### config.mk
export PLATFORM = sky130hd
export DESIGN_NAME = noniq_duc
export DESIGN_NICKNAME = d
export VERILOG_FILES = /design/src/rtl/noniq_duc_pkg.sv /design/src/rtl/noniq_duc_gain_ramp.sv /design/src/rtl/noniq_duc.sv
export SDC_FILE = /design/constraint.sdc
export NUM_CORES = 2
export LEC_CHECK = 0
export ABC_AREA = 1
export BUFFER_PORTS_ARGS = -buffer_cell sky130_fd_sc_hd__buf_2
export CORE_MARGIN = 2
export CORE_UTILIZATION = 65
export CTS_CLUSTER_DIAMETER = 200
export DETAILED_ROUTE_END_ITERATION = 7
export MAX_ROUTING_LAYER = met4
export PLACE_DENSITY = 0.9
export SLEW_MARGIN = 20
export SYNTH_ARGS = -nofsm -noshare
export SYNTH_HDL_FRONTEND = slang
export SYNTH_SLANG_ARGS = --single-unit
### constraint.sdc
create_clock -name clk -period 16.25 [get_ports clk]
set_input_delay 1.625 -clock clk [delete_from_list [all_inputs] [get_ports clk]]
set_output_delay 1.625 -clock clk [all_outputs]
set_load 0.005 [all_outputs]
### src/rtl/noniq_duc_pkg.sv
// Shared constants and gain-ramp state encoding for the non-IQ up/down converters.
package noniq_duc_pkg;

    localparam int LO_AMP  = 74840;
    localparam int NUM_DDS = 4;
    localparam int DEN_DDS = 23;

    // Exact width of i*cos - q*sin for 18-bit signed operands
    localparam int MIX_W = 37;

    typedef enum logic [1:0] {
        ST_IDLE    = 2'd0,
        ST_RAMP_UP = 2'd1,
        ST_RUN     = 2'd2,
        ST_RAMP_DN = 2'd3
    } gain_state_t;

endpackage

### src/rtl/noniq_duc_gain_ramp.sv
// Drive-gain FSM: ramps g between 0 and 2^GW so the RF output never steps abruptly.
module duc_gain_ramp
    import noniq_duc_pkg::*;
#(
    parameter int GW        = 8,
    parameter int RAMP_STEP = 1
) (
    input  logic        clk,
    input  logic        reset,
    input  logic        enable,
    output logic [GW:0] g,
    output logic        busy,
    output logic        running
);

    localparam logic [GW:0] GMAX   = {1'b1, {GW{1'b0}}};
    localparam int          STEP_C = (RAMP_STEP > (1 << GW)) ? (1 << GW) : RAMP_STEP;
    localparam logic [GW:0] STEP   = STEP_C[GW:0];

    gain_state_t state, state_n;
    logic [GW:0] g_n, g_up, g_dn;

    // Clamped neighbours of g are computed without overflow, so both ramp
    // directions can reverse mid-ramp from whatever g currently holds.
    always_comb begin
        g_up    = (g >= GMAX - STEP) ? GMAX : g + STEP;
        g_dn    = (g <= STEP) ? '0 : g - STEP;
        state_n = state;
        g_n     = g;
        case (state)
            ST_IDLE: begin
                if (enable) begin
                    g_n     = STEP;
                    state_n = ST_RAMP_UP;
                end
            end
            ST_RAMP_UP, ST_RAMP_DN: begin
                if (enable) begin
                    g_n     = g_up;
                    state_n = (g_up == GMAX) ? ST_RUN : ST_RAMP_UP;
                end else begin
                    g_n     = g_dn;
                    state_n = (g_dn == '0) ? ST_IDLE : ST_RAMP_DN;
                end
            end
            ST_RUN: begin
                if (!enable) begin
                    g_n     = g_dn;
                    state_n = (g_dn == '0) ? ST_IDLE : ST_RAMP_DN;
                end
            end
            default: begin
                g_n     = '0;
                state_n = ST_IDLE;
            end
        endcase
    end

    always_ff @(posedge clk or posedge reset) begin
        if (reset) begin
            state   <= ST_IDLE;
            g       <= '0;
            busy    <= 1'b0;
            running <= 1'b0;
        end else begin
            state   <= state_n;
            g       <= g_n;
            busy    <= (state_n != ST_IDLE);
            running <= (state_n == ST_RUN);
        end
    end

endmodule

### src/rtl/noniq_duc.sv
// Non-IQ digital upconverter: mixes held I/Q with the LO, rounds, applies the
// ramped drive gain and saturates to a DAC word.
module noniq_duc
    import noniq_duc_pkg::*;
#(
    parameter int DW        = 16,
    parameter int SHIFT     = 17,
    parameter int GW        = 8,
    parameter int RAMP_STEP = 1
) (
    input  logic                 clk,
    input  logic                 reset,
    input  logic signed [17:0]   cosd,
    input  logic signed [17:0]   sind,
    input  logic signed [17:0]   i_data,
    input  logic signed [17:0]   q_data,
    input  logic                 iq_stb,
    input  logic                 enable,
    output logic signed [DW-1:0] d_out,
    output logic                 clip,
    output logic                 busy,
    output logic                 running
);

    localparam int                      PW  = MIX_W + GW + 2;
    localparam logic signed [MIX_W-1:0] RND = MIX_W'(1) << (SHIFT - 1);

    logic signed [17:0]    i_h, q_h;
    logic signed [35:0]    prod_i, prod_q;
    logic signed [MIX_W-1:0] p, m;
    logic [GW:0]           g;
    logic signed [PW-1:0]  scaled;
    logic signed [DW-1:0]  d_next;
    logic                  clip_next;

    duc_gain_ramp #(
        .GW        (GW),
        .RAMP_STEP (RAMP_STEP)
    ) u_gain (
        .clk     (clk),
        .reset   (reset),
        .enable  (enable),
        .g       (g),
        .busy    (busy),
        .running (running)
    );

    // Gain is applied unpipelined so a ramp acts on the very next DAC sample;
    // saturation is detected from the bits above the DAC word's sign bit.
    always_comb begin
        scaled    = (PW'(m) * PW'($signed({1'b0, g}))) >>> GW;
        clip_next = !((&scaled[PW-1:DW-1]) || !(|scaled[PW-1:DW-1]));
        d_next    = scaled[DW-1:0];
        if (clip_next) begin
            d_next = scaled[PW-1] ? {1'b1, {(DW-1){1'b0}}} : {1'b0, {(DW-1){1'b1}}};
        end
    end

    always_ff @(posedge clk or posedge reset) begin
        if (reset) begin
            i_h    <= '0;
            q_h    <= '0;
            prod_i <= '0;
            prod_q <= '0;
            p      <= '0;
            m      <= '0;
            d_out  <= '0;
            clip   <= 1'b0;
        end else begin
            if (iq_stb) begin
                i_h <= i_data;
                q_h <= q_data;
            end
            prod_i <= i_h * cosd;
            prod_q <= q_h * sind;
            p      <= MIX_W'(prod_i) - MIX_W'(prod_q);
            m      <= (p + RND) >>> SHIFT;
            d_out  <= d_next;
            clip   <= clip_next;
        end
    end

endmodule
==> impl_metrics.ini <==
[outcome]
status = completed

[timing]
finClkSkew_ns = 0.0151
finalSetupViolations = 0
maxSlewViolCount = 0
tightest_slew_ns = 1.03
hold_violations = 0
fin_tns_setup_ns = 0
fin_crit_sh_pct = 44.3
period_needed_ns = 7.20
max_freq_mhz = 139
slew-limit-headroom_pct = 31.3
rsz0062_at_grt = false

[placement]
hpwlAfterDp_um = 78700
globalplace.congestion = 0.967
place.port_buffers = 94

[global_route]
antenna_found_initial = 2
grt_overflow_total = 0
grt_pass1_vias = 34866
grt_max_degree = 123
grt_pass1_wl_um = 163000
grt_usage_pct = 33.0

[die]
rows = 91
die_area_um2 = 64200
die-width_um = 253
ios = 95
die_h_um = 253
core_um2 = 61600
start_util_pct = 65.6

[clock_network]
cts_tree = built
clock_latency_ns = 0.50
cts_setup_buffers = 0
cts_buffer_depth = 2
cts.reportedPaths.clkPinSlew_ns = 0.07
ctsHoldBuffers = 0
cts_resized = 0
root_buffer = clkbuf_16
htree_num_levels = 4
cts_made_buffers = 17
cts_sinks = 179

[min_path]
worstHoldStart = p[20]$_DFF_PP0_
hold_class = reg2reg

[critical_path]
r2r-start = i_h[17]$_DFFE_PP0P_
endpoint_kind = flip-flop
path_cells = buf_2 > nand2_1 > inv_1 > fa_1 > fa_1 > ha_1 > inv_1 > fa_1 > inv_1 > fa_1 > inv_1 > fa_1 > inv_1 > ha_1 > nand2_1 > nor2_1 > inv_1 > o21ai_0 > a21oi_1 > o21ai_0 > a21oi_1 > xnor2_1
cp_slowest_cell = fa_1
slowest_delay_ns = 0.79
crit_path_frequent_cell = inv_1
worstSetupStartpoint = cosd[0]
cp_top_family = adder cells
cp-start-kind = input port
cp_data_arrival_time_ns = 7.57
crit_type = in2reg
cp.required_ns = 16.63
worst-path-max-fanout = 18
path_buf_inv = 7

[synthesis]
synth_top_area_share_pct = 40.0
synth-edff-count = 0
synth.area.top_cells = fa_1 (40%), inv_1 (14%), nand2_1 (11%), dfrtp_1 (11%), ha_1 (8.9%)
synth-warning-count = 0
yosys_most_used_dff = dfrtp_1
synth_cell_types = 54
syn_inst = 5074
syn_avg_cell_area_um2 = 7.97
yosys-top-cells-count = inv_1 (1528), nand2_1 (1229), fa_1 (807)
synth.most_common_cell = inv_1
yosysTopAreaCell = fa_1
synth_area_um2 = 40400
ys_seq_area_share_pct = 11.1
ys_ff_latch = 179
synth_nets = 6246
synthArstFlopShare_pct = 100

[cells_and_area]
area_growth_pct = 3.54
final_layout_size_suffix_gt1_share_pct = 4.33
num-nets-final = 6175

[routing]
wirelength_um = 95800
drt_pass1_iterations = 6
dr_total_vias = 31912
drt.antenna.violating_nets = 0
drt_iter0_drc = 2470
drt-wirelength-per-cell_um = 16.4
drc = 0
viasPerCell = 5.45

[run]
max_cap_viol_count = 0
-- cell type report --
cell class / instances / area, um^2
clock inverter: 14 / 156
tap: 837 / 1050
multi-input combinational: 3167 / 29400
inverter: 1535 / 5770
clock buffer: 18 / 439
antenna: 3 / 7.51
timing repair buffer: 103 / 541
sequential: 179 / 4480
fill: 4605 / 19700
-- registers in the layout (all words and copies together) (netlist names) --
name / flops
prod_i: 36
clip: 1
u_gain.busy: 1
u_gain.running: 1
prod_q: 36
u_gain.g: 9
p: 21
d_out: 16
u_gain.state: 2
i_h: 18
m: 20
q_h: 18
-- per-layer routing --
layer	part of all wire, %	track usage, %
met3	7.9	4.99
met5	0	-
met1	37	39.6
met2	50	54.4
met4	5.2	17.2
-- worst paths after layout --
kind                                        end  slack (ns)  cells past startpoint
hold reg to reg                  m[3]$_DFF_PP0_        0.48                      1
setup reg to reg           prod_i[31]$_DFF_PP0_        9.62                     21
max in group asynchronous   i_h[15]$_DFFE_PP0P_       13.58                      3
min in group asynchronous   d_out[15]$_DFF_PP0_        1.22                      2
setup / recovery           prod_i[31]$_DFF_PP0_        9.05                     22
hold / removal                   m[3]$_DFF_PP0_        0.48                      1
-- metrics by stage --
step                      hold slack [ns]  util (%)  area [um^2]  instances  worst slack [ns]
final                               0.477      68.0        41900       5856              9.05
after global routing                0.511      68.0        41900       5855              8.75
after CTS                           0.475      68.0        41900       5853              9.19
after detailed placement            0.463      67.0        41300       5821              8.67
after global placement              0.460      67.0        41300       5821              8.79
after floorplan                     0.424         -        40400       5074              9.18
-- cells by family after synthesis --
logic type,synth area share (%)
AOI/OAI and AO/OA,4.55
xor gates and xnor gates,2.92
adders and majority gates,48.9
buffers and inverters,16.1
DFF,11.1
muxes,0.724
and+or+nand+nor,15.7
-- cell usage in the layout (no fill, tap or decap), types with 9 or more instances in the layout --
cell and n:
a21oi_1 139, nor2_1 182, nand4_1 17, o21bai_1 15
nand2_2 27, dfrtp_1 179, a31oi_1 19, buf_2 93
nand3_1 71, clkbuf_16 17, o21ai_0 86, xnor2_1 50
xor2_1 85, nand2_1 1229, mux2_2 26, nand3b_1 9
a21o_1 18, fa_1 807, nor3_1 22, ha_1 289
buf_4 10, inv_1 1527
Power is not shown: default switching activity piles up to over one toggle a cycle in this logic, so the estimate is an artifact.
